`src/rtl/fetch_queue_if.sv`:
```
// Fetch queue bus bundle: cache instruction port, decode handshake, redirect and occupancy.
// master is the fetch_queue side, slave is the environment (cache/decode/redirect source).
interface fetch_queue_if #(
  parameter int unsigned DEPTH       = 4,
  parameter int unsigned ADDR_WIDTH  = 64,
  parameter int unsigned INSTR_WIDTH = 32
);
  localparam int unsigned CNT_W = $clog2(DEPTH) + 1;

  logic [ADDR_WIDTH-1:0]  entry;
  logic                   ic_read;
  logic [ADDR_WIDTH-1:0]  ic_address;
  logic                   ic_resp_valid;
  logic [INSTR_WIDTH-1:0] ic_response;
  logic                   id_valid;
  logic                   id_ready;
  logic [ADDR_WIDTH-1:0]  id_pc;
  logic [INSTR_WIDTH-1:0] id_instr;
  logic                   redirect_valid;
  logic [ADDR_WIDTH-1:0]  redirect_pc;
  logic [CNT_W-1:0]       fq_count;

  modport master (
    input  entry, ic_resp_valid, ic_response, id_ready, redirect_valid, redirect_pc,
    output ic_read, ic_address, id_valid, id_pc, id_instr, fq_count
  );

  modport slave (
    output entry, ic_resp_valid, ic_response, id_ready, redirect_valid, redirect_pc,
    input  ic_read, ic_address, id_valid, id_pc, id_instr, fq_count
  );
endinterface

```
`src/rtl/fetch_queue.sv`:
```
// Instruction fetch sequencer with a small {pc, instr} buffer feeding decode.
// One outstanding cache request; redirects flush the buffer and drain any in-flight response.
module fetch_queue #(
  parameter int unsigned DEPTH       = 4,
  parameter int unsigned ADDR_WIDTH  = 64,
  parameter int unsigned INSTR_WIDTH = 32
) (
  input  logic          clk,
  input  logic          rst_n,
  fetch_queue_if.master bus
);
  localparam int unsigned PTR_W = $clog2(DEPTH);
  localparam int unsigned CNT_W = PTR_W + 1;

  localparam logic [1:0] ST_BOOT  = 2'd0;
  localparam logic [1:0] ST_REQ   = 2'd1;
  localparam logic [1:0] ST_STALL = 2'd2;
  localparam logic [1:0] ST_DROP  = 2'd3;

  logic [1:0]             state_q, state_d;
  logic [ADDR_WIDTH-1:0]  pc_q, pc_d;
  logic                   ic_read_q, ic_read_d;
  logic [ADDR_WIDTH-1:0]  ic_address_q, ic_address_d;
  logic [PTR_W-1:0]       wr_ptr_q, wr_ptr_d;
  logic [PTR_W-1:0]       rd_ptr_q, rd_ptr_d;
  logic [CNT_W-1:0]       count_q, count_d;
  logic                   id_valid_q, id_valid_d;
  logic [ADDR_WIDTH-1:0]  id_pc_q, id_pc_d;
  logic [INSTR_WIDTH-1:0] id_instr_q, id_instr_d;

  logic [ADDR_WIDTH-1:0]  mem_pc_q    [DEPTH];
  logic [INSTR_WIDTH-1:0] mem_instr_q [DEPTH];

  logic                   push_c;
  logic                   pop_c;
  logic                   has_room_c;
  logic [ADDR_WIDTH-1:0]  target_c;
  logic [ADDR_WIDTH-1:0]  pc_inc_c;

  assign target_c = {bus.redirect_pc[ADDR_WIDTH-1:2], 2'b00};
  assign pc_inc_c = pc_q + ADDR_WIDTH'(4);

  // Next-state, FIFO bookkeeping and registered-output precompute.
  always_comb begin
    pop_c        = id_valid_q && bus.id_ready && !bus.redirect_valid;
    push_c       = (state_q == ST_REQ) && bus.ic_resp_valid && !bus.redirect_valid;
    state_d      = state_q;
    pc_d         = pc_q;
    ic_address_d = ic_address_q;
    wr_ptr_d     = wr_ptr_q + PTR_W'(push_c);
    rd_ptr_d     = rd_ptr_q + PTR_W'(pop_c);
    count_d      = count_q + CNT_W'(push_c) - CNT_W'(pop_c);
    has_room_c   = count_d < CNT_W'(DEPTH);

    if (bus.redirect_valid) begin
      wr_ptr_d = '0;
      rd_ptr_d = '0;
      count_d  = '0;
      pc_d     = target_c;
      // A request still waiting on its response must be drained before refetching.
      if ((state_q == ST_REQ || state_q == ST_DROP) && !bus.ic_resp_valid) begin
        state_d = ST_DROP;
      end else begin
        state_d      = ST_REQ;
        ic_address_d = target_c;
      end
    end else begin
      case (state_q)
        ST_BOOT: begin
          pc_d         = bus.entry;
          ic_address_d = bus.entry;
          state_d      = ST_REQ;
        end
        ST_REQ: begin
          if (bus.ic_resp_valid) begin
            pc_d = pc_inc_c;
            if (has_room_c) begin
              ic_address_d = pc_inc_c;
            end else begin
              state_d = ST_STALL;
            end
          end
        end
        ST_STALL: begin
          if (has_room_c) begin
            state_d      = ST_REQ;
            ic_address_d = pc_q;
          end
        end
        ST_DROP: begin
          if (bus.ic_resp_valid) begin
            state_d      = ST_REQ;
            ic_address_d = pc_q;
          end
        end
        default: state_d = ST_BOOT;
      endcase
    end

    ic_read_d  = (state_d == ST_REQ) || (state_d == ST_DROP);
    id_valid_d = (count_d != '0);
    id_pc_d    = id_pc_q;
    id_instr_d = id_instr_q;
    // Head after this edge; the entry being written now is not yet in storage.
    if (count_d != '0) begin
      if (push_c && (rd_ptr_d == wr_ptr_q)) begin
        id_pc_d    = ic_address_q;
        id_instr_d = bus.ic_response;
      end else begin
        id_pc_d    = mem_pc_q[rd_ptr_d];
        id_instr_d = mem_instr_q[rd_ptr_d];
      end
    end
  end

  always_ff @(posedge clk or negedge rst_n) begin
    if (!rst_n) begin
      state_q      <= ST_BOOT;
      pc_q         <= '0;
      ic_read_q    <= 1'b0;
      ic_address_q <= '0;
      wr_ptr_q     <= '0;
      rd_ptr_q     <= '0;
      count_q      <= '0;
      id_valid_q   <= 1'b0;
      id_pc_q      <= '0;
      id_instr_q   <= '0;
    end else begin
      state_q      <= state_d;
      pc_q         <= pc_d;
      ic_read_q    <= ic_read_d;
      ic_address_q <= ic_address_d;
      wr_ptr_q     <= wr_ptr_d;
      rd_ptr_q     <= rd_ptr_d;
      count_q      <= count_d;
      id_valid_q   <= id_valid_d;
      id_pc_q      <= id_pc_d;
      id_instr_q   <= id_instr_d;
    end
  end

  // Buffer storage; a response carries the address of the request it completes.
  always_ff @(posedge clk or negedge rst_n) begin
    if (!rst_n) begin
      for (int unsigned i = 0; i < DEPTH; i++) begin
        mem_pc_q[i]    <= '0;
        mem_instr_q[i] <= '0;
      end
    end else if (push_c) begin
      mem_pc_q[wr_ptr_q]    <= ic_address_q;
      mem_instr_q[wr_ptr_q] <= bus.ic_response;
    end
  end

  assign bus.ic_read    = ic_read_q;
  assign bus.ic_address = ic_address_q;
  assign bus.id_valid   = id_valid_q;
  assign bus.id_pc      = id_pc_q;
  assign bus.id_instr   = id_instr_q;
  assign bus.fq_count   = count_q;
endmodule

```
`src/flat_wrapper.sv`:
```
// flat-port wrapper written by rule: the top's interface ports become plain ports
module fetch_queue_flat 
#(
  parameter int unsigned DEPTH       = 4,
  parameter int unsigned ADDR_WIDTH  = 64,
  parameter int unsigned INSTR_WIDTH = 32
)
  (clk, rst_n, bus_entry, bus_ic_resp_valid, bus_ic_response, bus_id_ready, bus_redirect_valid, bus_redirect_pc, bus_ic_read, bus_ic_address, bus_id_valid, bus_id_pc, bus_id_instr, bus_fq_count);
  fetch_queue_if #(.DEPTH(DEPTH), .ADDR_WIDTH(ADDR_WIDTH), .INSTR_WIDTH(INSTR_WIDTH)) bus_i ();
  input  logic clk;
  input  logic rst_n;
  input wire logic [$bits(bus_i.entry)-1:0] bus_entry;
  input wire logic [$bits(bus_i.ic_resp_valid)-1:0] bus_ic_resp_valid;
  input wire logic [$bits(bus_i.ic_response)-1:0] bus_ic_response;
  input wire logic [$bits(bus_i.id_ready)-1:0] bus_id_ready;
  input wire logic [$bits(bus_i.redirect_valid)-1:0] bus_redirect_valid;
  input wire logic [$bits(bus_i.redirect_pc)-1:0] bus_redirect_pc;
  output wire logic [$bits(bus_i.ic_read)-1:0] bus_ic_read;
  output wire logic [$bits(bus_i.ic_address)-1:0] bus_ic_address;
  output wire logic [$bits(bus_i.id_valid)-1:0] bus_id_valid;
  output wire logic [$bits(bus_i.id_pc)-1:0] bus_id_pc;
  output wire logic [$bits(bus_i.id_instr)-1:0] bus_id_instr;
  output wire logic [$bits(bus_i.fq_count)-1:0] bus_fq_count;
  assign bus_i.entry = bus_entry;
  assign bus_i.ic_resp_valid = bus_ic_resp_valid;
  assign bus_i.ic_response = bus_ic_response;
  assign bus_i.id_ready = bus_id_ready;
  assign bus_i.redirect_valid = bus_redirect_valid;
  assign bus_i.redirect_pc = bus_redirect_pc;
  assign bus_ic_read = bus_i.ic_read;
  assign bus_ic_address = bus_i.ic_address;
  assign bus_id_valid = bus_i.id_valid;
  assign bus_id_pc = bus_i.id_pc;
  assign bus_id_instr = bus_i.id_instr;
  assign bus_fq_count = bus_i.fq_count;
  fetch_queue #(.DEPTH(DEPTH), .ADDR_WIDTH(ADDR_WIDTH), .INSTR_WIDTH(INSTR_WIDTH)) u_core (.clk(clk), .rst_n(rst_n), .bus(bus_i));
endmodule
```
`config.mk`:
```
export PLATFORM = sky130hd
export DESIGN_NAME = fetch_queue_flat
export DESIGN_NICKNAME = d
export VERILOG_FILES = /design/src/rtl/fetch_queue_if.sv /design/src/rtl/fetch_queue.sv /design/src/flat_wrapper.sv
export SDC_FILE = /design/constraint.sdc
export NUM_CORES = 1
export LEC_CHECK = 0
export ABC_CLOCK_PERIOD_IN_PS = 4450
export CORE_UTILIZATION = 31
export CTS_BUF_LIST = sky130_fd_sc_hd__clkbuf_4 sky130_fd_sc_hd__clkbuf_8
export DETAILED_ROUTE_END_ITERATION = 6
export PLACE_DENSITY_LB_ADDON = 0.25
export REMOVE_ABC_BUFFERS = 1
export SYNTH_ARGS = -nofsm -noshare
export SYNTH_HDL_FRONTEND = slang
export SYNTH_SLANG_ARGS = --single-unit
```
`constraint.sdc`:
```
create_clock -name clk -period 4.45 [get_ports clk]
set_clock_uncertainty 0.15 [all_clocks]
set_input_delay 1.1125 -clock clk [delete_from_list [all_inputs] [get_ports clk]]
set_output_delay 1.1125 -clock clk [all_outputs]
set_load 0.05 [all_outputs]
```
==> flow_summary.ini, run 1 <==
[pwr]
internal_power_w = 0.01550
powerDensity_nw_per_um2 = 677.8
clock_network_fraction_of_design_power = 0.228
power.share.combinational = 0.409
net-switching-power_w = 0.01008
power.ir.vdd_worst_v = 0.0004712
cellLeakagePower_nw = 15.95
power.sequential.fraction = 0.363
netSwitchingFraction = 0.3941

[layout]
layout.cells.most_common_list = sky130_fd_sc_hd__dfrtp_1 (617), sky130_fd_sc_hd__mux2_2 (388), sky130_fd_sc_hd__clkdlybuf4s50_1 (325)
mostFrequentLayoutCell = sky130_fd_sc_hd__dfrtp_1
nFillCells = 9059
flow.area_growth_from_synthesis_pct = 26.22
design.final.nets = 2924
drive_gt1_frac = 0.2897

[timing]
final_worst_hold_slack_ns = 0.3501
setup_total_negative_slack_ns = 0
timing.fmax_ghz = 0.2569
max_slew.worst_pin.slew_ns = 0.9605
worst_slew_margin_rel = 0.3597
final_min_period_over_clock_period = 0.8747
report.final.setup_viol = 0
count_of_endpoints_failing_hold_in_the_final_timing_report = 0
timing_max_transition_violations_final = 0
period_minus_slack_ns = 3.892
unrepaired_setup_endpoints_after_global_routing = no

[routing]
finalWirelength_um = 101400
postRouteAntennaNets = 0
wire_per_inst_um = 24.62
drc_violations = 0
dr.pass1.iters = 5
drtIter0Drc = 2034
via_per_inst = 5.554
routed-via-count = 22880

[worst_setup_path]
worst_ep_arrival_time_ns = 4.37
setup.reg_to_reg.worst_slack_ns = 0.89
crit_path_start_kind = input pin
worstPathRequired_ns = 4.93
end_kind = register
timing.reg2reg.worst_path_depth = 6
path_class = in -> reg
regToRegEndpoint = u_core.pc_q[59]
r2r_start = u_core.pc_q[4]
worst_path_max_fanout = 6

[clock_network]
cts.root.buffer_cell = sky130_fd_sc_hd__clkbuf_8
ctsHoldBuffers = 0
postCtsSetupRepairBufs = 0
clk_path_buf_depth = 3
clk_transition_reported_paths_ns = 0.06
cts_repair_resize_count = 0
clock_latency_ns = 0.74
cts-buffers-inserted = 108
clkSinkCount = 619
cts_htree_levels = 3
tritoncts_clock_tree = yes

[floorplan]
initial_core_util = 0.3138
ios = 330
dieArea_um2 = 97710
number_of_rows_created_at_floorplan = 113
die_w_um = 312.6
die-height_um = 312.6
coreArea_um2 = 95290

[yosys]
synth.area.top_cells = sky130_fd_sc_hd__dfrtp_1 (52%), sky130_fd_sc_hd__mux2_2 (15%), sky130_fd_sc_hd__mux4_2 (7.2%)
synth_top_area_cell = sky130_fd_sc_hd__dfrtp_1
post-synth-top-area-fraction = 0.5180
synth_seq_area_share = 0.5180
synth_ff_type = sky130_fd_sc_hd__dfrtp_1
mappedNetlistArea_um2 = 29900
synth_area_per_cell_um2 = 12.31
postSynthRegisterBits = 619
synthDistinctLibCells = 78
synth-async-reset-ratio = 1.000
synth_edf_count = 0
yosysWarningCount = 0
syn_inst = 2429

[grt]
overall_global_routing_resource_usage = 0.2052
grt_start_max_net_pins = 98
antenna_found_initial = 19
grt_pass1_wl_um = 152700
grt_pass1_vias = 23870
globalRouteOverflowTotal = 0

[hold_path]
holdPathEnd = u_core.mem_instr_q[66]
holdPathStages = 1
timing.hold.worst.start = u_core.mem_instr_q[66]
timing.hold.worst.class = reg -> reg

[status]
run_status = finished, final reports clean

[flow_run]
maxCapViolations = 0

[place]
dp_hpwl_um = 67510
io_buffers = 327
routabilityCongestion = 0.8654
## synthesized netlist by cell type (11+ instances only)
library cell               number
sky130_fd_sc_hd__buf_1         27
sky130_fd_sc_hd__mux2_2       388
sky130_fd_sc_hd__nor2_1       105
sky130_fd_sc_hd__clkbuf_1     160
sky130_fd_sc_hd__nor4_1        18
sky130_fd_sc_hd__buf_2         25
sky130_fd_sc_hd__nand2_1      133
sky130_fd_sc_hd__o22ai_1       27
sky130_fd_sc_hd__a21oi_1       69
sky130_fd_sc_hd__nand3_1       49
sky130_fd_sc_hd__inv_1         16
sky130_fd_sc_hd__nor3_1        37
sky130_fd_sc_hd__a221o_1      106
sky130_fd_sc_hd__nand4_1       22
sky130_fd_sc_hd__dfrtp_1      619
sky130_fd_sc_hd__o31ai_1       11
sky130_fd_sc_hd__nor2b_1      102
sky130_fd_sc_hd__a22oi_1       19
sky130_fd_sc_hd__xor2_1        19
sky130_fd_sc_hd__mux4_2        96
sky130_fd_sc_hd__o21ai_0      103
sky130_fd_sc_hd__and3_1        20
sky130_fd_sc_hd__xnor2_1       27
sky130_fd_sc_hd__a31oi_1       28
sky130_fd_sc_hd__a221oi_1      49
## final cells by class
class / instances / area [um2] / area share
timing repair buffer: 430 / 4524 / 0.1199
clock buffer: 172 / 2123 / 0.05626
sequential: 619 / 15490 / 0.4105
inverter: 18 / 67.56 / 0.001790
multi-input combinational: 1578 / 13610 / 0.3607
clock inverter: 31 / 322.8 / 0.008553
antenna: 6 / 15.01 / 0.0003978
tap: 1265 / 1583 / 0.04194
## flip-flops by register name, summed over array words and instances, names as in the netlist
name / flops
u_core.bus.id_pc: 64
u_core.wr_ptr_q: 2
u_core.bus.fq_count: 3
u_core.mem_pc_q: 256
u_core.bus.id_valid: 1
u_core.bus.ic_address: 64
u_core.bus.ic_read: 1
u_core.rd_ptr_q: 2
u_core.mem_instr_q: 128
u_core.state_q: 2
u_core.pc_q: 64
u_core.bus.id_instr: 32
## power groups by stage
| stage | sequential [W] | combinational, W | clock (W) |
|---|---|---|---|
| finish | 0.00928 | 0.0105 | 0.00583 |
| floorplan | 0.0111 | 0.00460 | 0 |
| detailed placement | 0.00934 | 0.0105 | 0 |
| global route | 0.00956 | 0.0111 | 0.00626 |
| global placement | 0.00917 | 0.0103 | 0 |
| CTS | 0.00927 | 0.0105 | 0.00600 |
## per-stage QoR
stage          worst slack [ns]    util  power, W  instances  cell area, um2
5_1_grt                  0.3703  0.3960   0.02690       4117           37740
6_report                 0.5575  0.3961   0.02558       4119           37740
4_1_cts                  0.6751  0.3959   0.02581       4113           37730
3_3_place_gp            -0.1234  0.3702   0.01949       3910           35280
2_1_floorplan            -10.84       -   0.01570       2215           29060
3_5_place_dp            -0.1398  0.3702   0.01984       3910           35280
## per-layer routing
| metal | routed length [um] | global-route usage | up-vias |
|---|---|---|---|
| met2 | 48740 | 0.3351 | 843 |
| met5 | 104 | 0 | - |
| met3 | 6858 | 0.04326 | 164 |
| li1 | - | - | 9865 |
| met1 | 43470 | 0.2737 | 11990 |
| met4 | 2241 | 0.05965 | 16 |
## worst max-delay path by stage
| stage | to | from | cells past startpoint | slack [ns] |
|---|---|---|---|---|
| final | u_core.bus.ic_address[25] | bus_id_ready | 13 | 0.56 |
| after CTS | u_core.bus.ic_address[34] | bus_id_ready | 13 | 0.68 |
| after global placement | u_core.bus.ic_address[25] | bus_id_ready | 13 | -0.12 |
| after floorplan | u_core.bus.id_instr[0] | bus_id_ready | 5 | -10.84 |
| after global routing | u_core.bus.ic_address[34] | bus_id_ready | 13 | 0.37 |
| after detailed placement | u_core.bus.ic_address[25] | bus_id_ready | 13 | -0.14 |
## worst max-delay path, stage by stage
cell	delay, ns
sky130_fd_sc_hd__clkdlybuf4s50_1	0.53
sky130_fd_sc_hd__nand2_1	0.10
sky130_fd_sc_hd__nor3_1	0.18
sky130_fd_sc_hd__nand2b_1	0.14
sky130_fd_sc_hd__ha_1	0.13
sky130_fd_sc_hd__inv_1	0.05
sky130_fd_sc_hd__fa_1	0.37
sky130_fd_sc_hd__xnor3_1	0.27
sky130_fd_sc_hd__nor2_1	0.07
sky130_fd_sc_hd__a211o_2	0.39
sky130_fd_sc_hd__nor2_1	0.48
sky130_fd_sc_hd__o221ai_1	0.24
sky130_fd_sc_hd__o31ai_1	0.29
## cells by family after synthesis
logic type / Yosys count / share of synthesized area
xor+xnor: 47 / 0.01423
compound gates: 500 / 0.1227
simple gates: 534 / 0.09118
mux: 493 / 0.2214
buf+inv: 232 / 0.03055
fa+ha+maj: 4 / 0.001925
flops: 619 / 0.5180
No activity file was read; power rests on OpenSTA's default activity.
==> inputs of run 2 (changes only) <==
--- a/config.mk
+++ b/config.mk
@@ -11,6 +11,7 @@
 export DETAILED_ROUTE_END_ITERATION = 6
 export PLACE_DENSITY_LB_ADDON = 0.25
 export REMOVE_ABC_BUFFERS = 1
+export SLEW_MARGIN = 25
 export SYNTH_ARGS = -nofsm -noshare
 export SYNTH_HDL_FRONTEND = slang
 export SYNTH_SLANG_ARGS = --single-unit
==> results of run 2 <==
Same layout as run 1: the final DEF is identical, and so are final timing and power.
